[src/rtl/fifo_uart_tx.sv]
// FIFO-fed 8N1 UART transmitter: pops one byte per frame from an upstream FIFO and serialises it.
// Define FIFO_UART_TX_PARITY_EN to insert an even-parity bit between the data bits and the stop bit.
module fifo_uart_tx #(
  parameter int CLKS_PER_BIT = 16
) (
  input  logic       clk,
  input  logic       rst,
  input  logic       fifo_empty,
  input  logic [7:0] fifo_data,
  output logic       fifo_rd,
  output logic       tx,
  output logic       busy,
  output logic       frame_done
);

  localparam int BW = (CLKS_PER_BIT > 1) ? $clog2(CLKS_PER_BIT) : 1;
  localparam logic [BW-1:0] BAUD_LAST = BW'(CLKS_PER_BIT - 1);
  localparam logic [BW-1:0] BAUD_PRE  = BW'(CLKS_PER_BIT - 2);

  // states: IDLE wait for data | REQ pop strobe | LOAD capture byte | START/DATA/PARITY/STOP serial bits
`ifdef FIFO_UART_TX_PARITY_EN
  typedef enum logic [2:0] {
    IDLE = 3'd0, REQ = 3'd1, LOAD = 3'd2, START = 3'd3, DATA = 3'd4, PARITY = 3'd5, STOP = 3'd6
  } state_t;
`else
  typedef enum logic [2:0] {
    IDLE = 3'd0, REQ = 3'd1, LOAD = 3'd2, START = 3'd3, DATA = 3'd4, STOP = 3'd6
  } state_t;
`endif

  state_t          state;
  logic [BW-1:0]   baud;
  logic [2:0]      bit_cnt;
  logic [7:0]      shreg;
`ifdef FIFO_UART_TX_PARITY_EN
  logic            parity;
`endif

  always_ff @(posedge clk) begin
    if (rst) begin
      state      <= IDLE;
      baud       <= '0;
      bit_cnt    <= '0;
      shreg      <= '0;
`ifdef FIFO_UART_TX_PARITY_EN
      parity     <= 1'b0;
`endif
      tx         <= 1'b1;
      fifo_rd    <= 1'b0;
      busy       <= 1'b0;
      frame_done <= 1'b0;
    end else begin
      fifo_rd    <= 1'b0;
      frame_done <= 1'b0;
      case (state)
        IDLE: begin
          if (!fifo_empty) begin
            state   <= REQ;
            fifo_rd <= 1'b1;
            busy    <= 1'b1;
          end
        end
        REQ: begin
          state <= LOAD;
        end
        LOAD: begin
          shreg <= fifo_data;
`ifdef FIFO_UART_TX_PARITY_EN
          parity <= ^fifo_data;
`endif
          tx    <= 1'b0;
          baud  <= '0;
          state <= START;
        end
        START: begin
          if (baud == BAUD_LAST) begin
            baud  <= '0;
            tx    <= shreg[0];
            state <= DATA;
          end else begin
            baud <= baud + BW'(1);
          end
        end
        DATA: begin
          if (baud == BAUD_LAST) begin
            baud    <= '0;
            bit_cnt <= bit_cnt + 3'd1;
            shreg   <= {1'b0, shreg[7:1]};
            if (bit_cnt == 3'd7) begin
`ifdef FIFO_UART_TX_PARITY_EN
              tx    <= parity;
              state <= PARITY;
`else
              tx    <= 1'b1;
              state <= STOP;
`endif
            end else begin
              tx <= shreg[1];
            end
          end else begin
            baud <= baud + BW'(1);
          end
        end
`ifdef FIFO_UART_TX_PARITY_EN
        PARITY: begin
          if (baud == BAUD_LAST) begin
            baud  <= '0;
            tx    <= 1'b1;
            state <= STOP;
          end else begin
            baud <= baud + BW'(1);
          end
        end
`endif
        STOP: begin
          if (baud == BAUD_LAST) begin
            baud <= '0;
            // back-to-back frames skip IDLE so only REQ and LOAD separate them
            if (!fifo_empty) begin
              state   <= REQ;
              fifo_rd <= 1'b1;
            end else begin
              state <= IDLE;
              busy  <= 1'b0;
            end
          end else begin
            baud       <= baud + BW'(1);
            frame_done <= (baud == BAUD_PRE);
          end
        end
        default: begin
          state <= IDLE;
          baud  <= '0;
          tx    <= 1'b1;
          busy  <= 1'b0;
        end
      endcase
    end
  end

endmodule
[config.mk]
export PLATFORM = sky130hd
export DESIGN_NAME = fifo_uart_tx
export DESIGN_NICKNAME = d
export VERILOG_FILES = /design/src/rtl/fifo_uart_tx.sv
export SDC_FILE = /design/constraint.sdc
export NUM_CORES = 1
export LEC_CHECK = 0
export CORE_MARGIN = 4
export CORE_UTILIZATION = 55
export CTS_CLUSTER_SIZE = 25
export DETAILED_ROUTE_END_ITERATION = 6
export DONT_BUFFER_PORTS = 1
export GPL_ROUTABILITY_DRIVEN = 0
export PLACE_DENSITY_LB_ADDON = 0.08
export SLEW_MARGIN = 20
export SYNTH_ARGS = -nofsm -noshare
export SYNTH_HDL_FRONTEND = slang
export SYNTH_SLANG_ARGS = --single-unit
[constraint.sdc]
create_clock -name clk -period 2.71 [get_ports clk]
set_clock_uncertainty 0.1 [all_clocks]
set_input_delay 0.542 -clock clk [delete_from_list [all_inputs] [get_ports clk]]
set_output_delay 0.542 -clock clk [all_outputs]
set_load 0.02 [all_outputs]
==> impl_metrics.env <==
export IMPL_row_count=16
export IMPL_clockBufferDepth=2
export IMPL_cts_buffers=3
export IMPL_ys_ff_latch=22
export IMPL_post_drt_wl_per_cell_um=13.80
export IMPL_drt_wl_total_um=2221
export IMPL_reg2reg_to="shreg[6]$_SDFFE_PP0P_"
export IMPL_clk_latency_ns=0.30
export IMPL_outcome="completed"
export IMPL_grt_pass1_vias=862
export IMPL_avgViaCountPerCell=5.975
export IMPL_drtPass1Iterations=4
export IMPL_cts_tree="yes"
export IMPL_cp_slowest_cell="and3_1"
export IMPL_synth_area_leaders="dfxtp_1, mux2i_1, a21oi_1"
export IMPL_p_leak_nw=0.4077
export IMPL_grt_antenna_before_repair=0
export IMPL_setup_tns_ns=0
export IMPL_start_util=0.5896
export IMPL_nets=150
export IMPL_drv_slew=0
export IMPL_detailed_place_hpwl_um=1610
export IMPL_async_reset_ff_frac=0
export IMPL_relSlewSlack=0.5811
export IMPL_register_area_sq_um=440.4
export IMPL_ios=15
export IMPL_syn_avg_cell_area_sq_um=8.530
export IMPL_ir_drop_uv=332.1
export IMPL_ys_seq_area_frac=0.3769
export IMPL_post_cts_resized=0
export IMPL_worst_pin_slew_ns=0.6257
export IMPL_dp_cells=157
export IMPL_cts_sinks=22
export IMPL_drive_above_1_share=0.08955
export IMPL_rsz0062_at_grt="no"
export IMPL_hp_start="rst"
export IMPL_path_cells="ha_1, and3_1, a21oi_4, or3_2, a21oi_1"
export IMPL_nFillCells=170
export IMPL_required_ns=2.85
export IMPL_core_area_sq_um=1982
export IMPL_synth_top_area_cell="dfxtp_1"
export IMPL_postRouteAntennaNets=0
export IMPL_hold_buffers=0
export IMPL_cts_setup_buffers=0
export IMPL_multi_input_area_sq_um=650.6
export IMPL_critPathKind="flip-flop to flip-flop"
export IMPL_whs_path_depth=1
export IMPL_ys_types=39
export IMPL_finalNonFillerCells=161
export IMPL_cpPeakStageDelay_ns=0.47
export IMPL_critPathCaptureType="flip-flop"
export IMPL_dr_total_vias=962
export IMPL_r2r_start="baud[0]$_SDFFE_PP0N_"
export IMPL_h_tree_depth=1
export IMPL_fin_crit_ns=2.178
export IMPL_pwr_density_cell_nw_per_um2=501.9
export IMPL_setup_violations=0
export IMPL_holdWs_ns=0.1851
export IMPL_reg2regPathDepth=5
export IMPL_crit_arrival_ns=2.32
export IMPL_ys_flop_type="dfxtp_1"
export IMPL_grt_max_degree=23
export IMPL_cap_viol_max_count=0
export IMPL_startpoint_type="flip-flop"
export IMPL_min_to="baud[3]$_SDFFE_PP0N_"
export IMPL_mappedNetlistNets=152
export IMPL_synth_top_area_share=0.3769
export IMPL_die_area_sq_um=2926
export IMPL_fp_dieH_um=54.10
export IMPL_r2r_slack_ns=0.53
export IMPL_hold_violations=0
export IMPL_antenna_cells=0
export IMPL_worstPathMaxFanout=15
export IMPL_die_w_um=54.10
export IMPL_synth_edf_count=0
export IMPL_holdCritPathClass="input port to flip-flop"
export IMPL_yosys_warnings=0
export IMPL_clock_root_buffer="clkbuf_4"
export IMPL_finalCritPeriodShare=0.8039
export IMPL_fmax_ghz=0.4590
export IMPL_overflow=0
export IMPL_drtIter0Drc=33
export IMPL_synth_cells=137
export IMPL_grt_first_pass_wirelength_um=3822
export IMPL_grt_usage=0.1791
export IMPL_io_buffers=0
export IMPL_drc=0
export IMPL_clk_pin_slew_worst_paths_ns=0.12
export IMPL_synthToLayoutAreaGrowth_pct=2.570
export IMPL_netlist_area_sq_um=1169
-- sequential cells by signal, summed over array words and instances, names as in the netlist --
signal,count
shreg,8
fifo_rd,1
busy,1
frame_done,1
bit_cnt,3
baud,4
tx,1
state,3
-- per-layer routing --
| metal | global-route usage | vias to the layer above | wire, um | part of all wire |
|---|---|---|---|---|
| li1 | - | 490 | - | - |
| met1 | 0.2466 | 439 | 1008 | 0.45 |
| met3 | 0.03324 | 4 | 143 | 0.064 |
| met2 | 0.2722 | 29 | 1045 | 0.47 |
| met5 | 0 | - | 0 | 0 |
| met4 | 0.07469 | 0 | 23 | 0.010 |
-- synthesized netlist by cell type (2+ instances only) --
library cell	count
a22oi_1	2
buf_2	2
inv_1	6
nor2_1	14
nand3_1	5
mux2i_1	8
and2b_2	2
o21ai_0	12
nand2_1	5
buf_6	2
dfxtp_1	22
ha_1	4
a21oi_1	15
a211oi_1	2
nor3_1	4
clkbuf_1	4
or3_1	6
-- cells in the final DEF, fill, tap and decap left out, drive strengths merged --
cell type | synthesis | final
a211o | 1 | 1
a211oi | 2 | 2
a21oi | 16 | 16
a221o | 1 | 1
a221oi | 1 | 1
a22oi | 2 | 2
a2bb2oi | 1 | 1
a311o | 1 | 1
a311oi | 1 | 1
a31oi | 1 | 1
and2b | 2 | 2
and3 | 1 | 1
buf | 5 | 2
clkbuf | 4 | 4
dfxtp | 22 | 22
ha | 4 | 4
inv | 6 | 6
maj3 | 1 | 1
mux2i | 8 | 8
nand2 | 5 | 5
nand2b | 1 | 1
nand3 | 5 | 5
nand4 | 1 | 1
nand4b | 1 | 1
nor2 | 14 | 14
nor2b | 1 | 1
nor3 | 4 | 4
nor3b | 1 | 1
nor4 | 1 | 1
o21ai | 12 | 12
o22a | 1 | 1
o2bb2ai | 1 | 1
o311ai | 1 | 1
or3 | 7 | 7
xor2 | 1 | 1
-- metrics by stage --
stage | util | setup slack [ns] | power [W] | cell area, sq um
after CTS | 0.6048 | 0.5431 | 0.0006086 | 1199
after detailed placement | 0.5865 | 0.5888 | 0.0004300 | 1162
final | 0.6048 | 0.5315 | 0.0006016 | 1199
after global routing | 0.6048 | 0.3560 | 0.0006345 | 1199
after global placement | 0.5865 | 0.6746 | 0.0004286 | 1162
after floorplan | - | 0.9596 | 0.0004227 | 1169
-- cell families (layout without fill, tap and decap cells) --
family	Yosys count	after routing	synth area share
fa+ha+maj	5	5	0.05139
flops	22	22	0.3769
xor+xnor	1	1	0.007496
mux	8	8	0.06853
compound gates	42	42	0.2313
buf+inv	15	12	0.06638
simple gates	44	44	0.1981
-- layout make-up --
class / instances / share of cell area
well taps: 27 / 0.02818
flip-flops and latches: 22 / 0.3674
inverters: 6 / 0.01879
multi-input cells: 100 / 0.5428
repair buffers: 2 / 0.01253
clock buffers: 4 / 0.03027
-- worst max path at each step --
stage	cells past startpoint	slack [ns]	end	from
2_1_floorplan	7	0.96	shreg[4]$_SDFFE_PP0P_	baud[0]$_SDFFE_PP0N_
6_report	5	0.53	shreg[6]$_SDFFE_PP0P_	baud[0]$_SDFFE_PP0N_
4_1_cts	5	0.54	shreg[6]$_SDFFE_PP0P_	baud[0]$_SDFFE_PP0N_
3_5_place_dp	5	0.59	shreg[6]$_SDFFE_PP0P_	baud[0]$_SDFFE_PP0N_
5_1_grt	5	0.36	shreg[6]$_SDFFE_PP0P_	baud[0]$_SDFFE_PP0N_
3_3_place_gp	5	0.67	shreg[6]$_SDFFE_PP0P_	baud[0]$_SDFFE_PP0N_
-- critical path, delay by kind of cell, from the launching register on --
| family | cells | cell delay, ns |
|---|---|---|
| and+or+nand+nor | 2 | 0.94 |
| adders and majority gates | 1 | 0.31 |
| DFF | 1 | 0.43 |
| AOI/OAI and AO/OA | 2 | 0.33 |
-- power by group --
group / switching, W / total, W / internal, W
Combinational: 0.0000358 / 0.0000639 / 0.0000281
Clock: 0.0000967 / 0.000179 / 0.0000820
Sequential: 0.0000206 / 0.000359 / 0.000338
(Power assumes the default switching activity.)
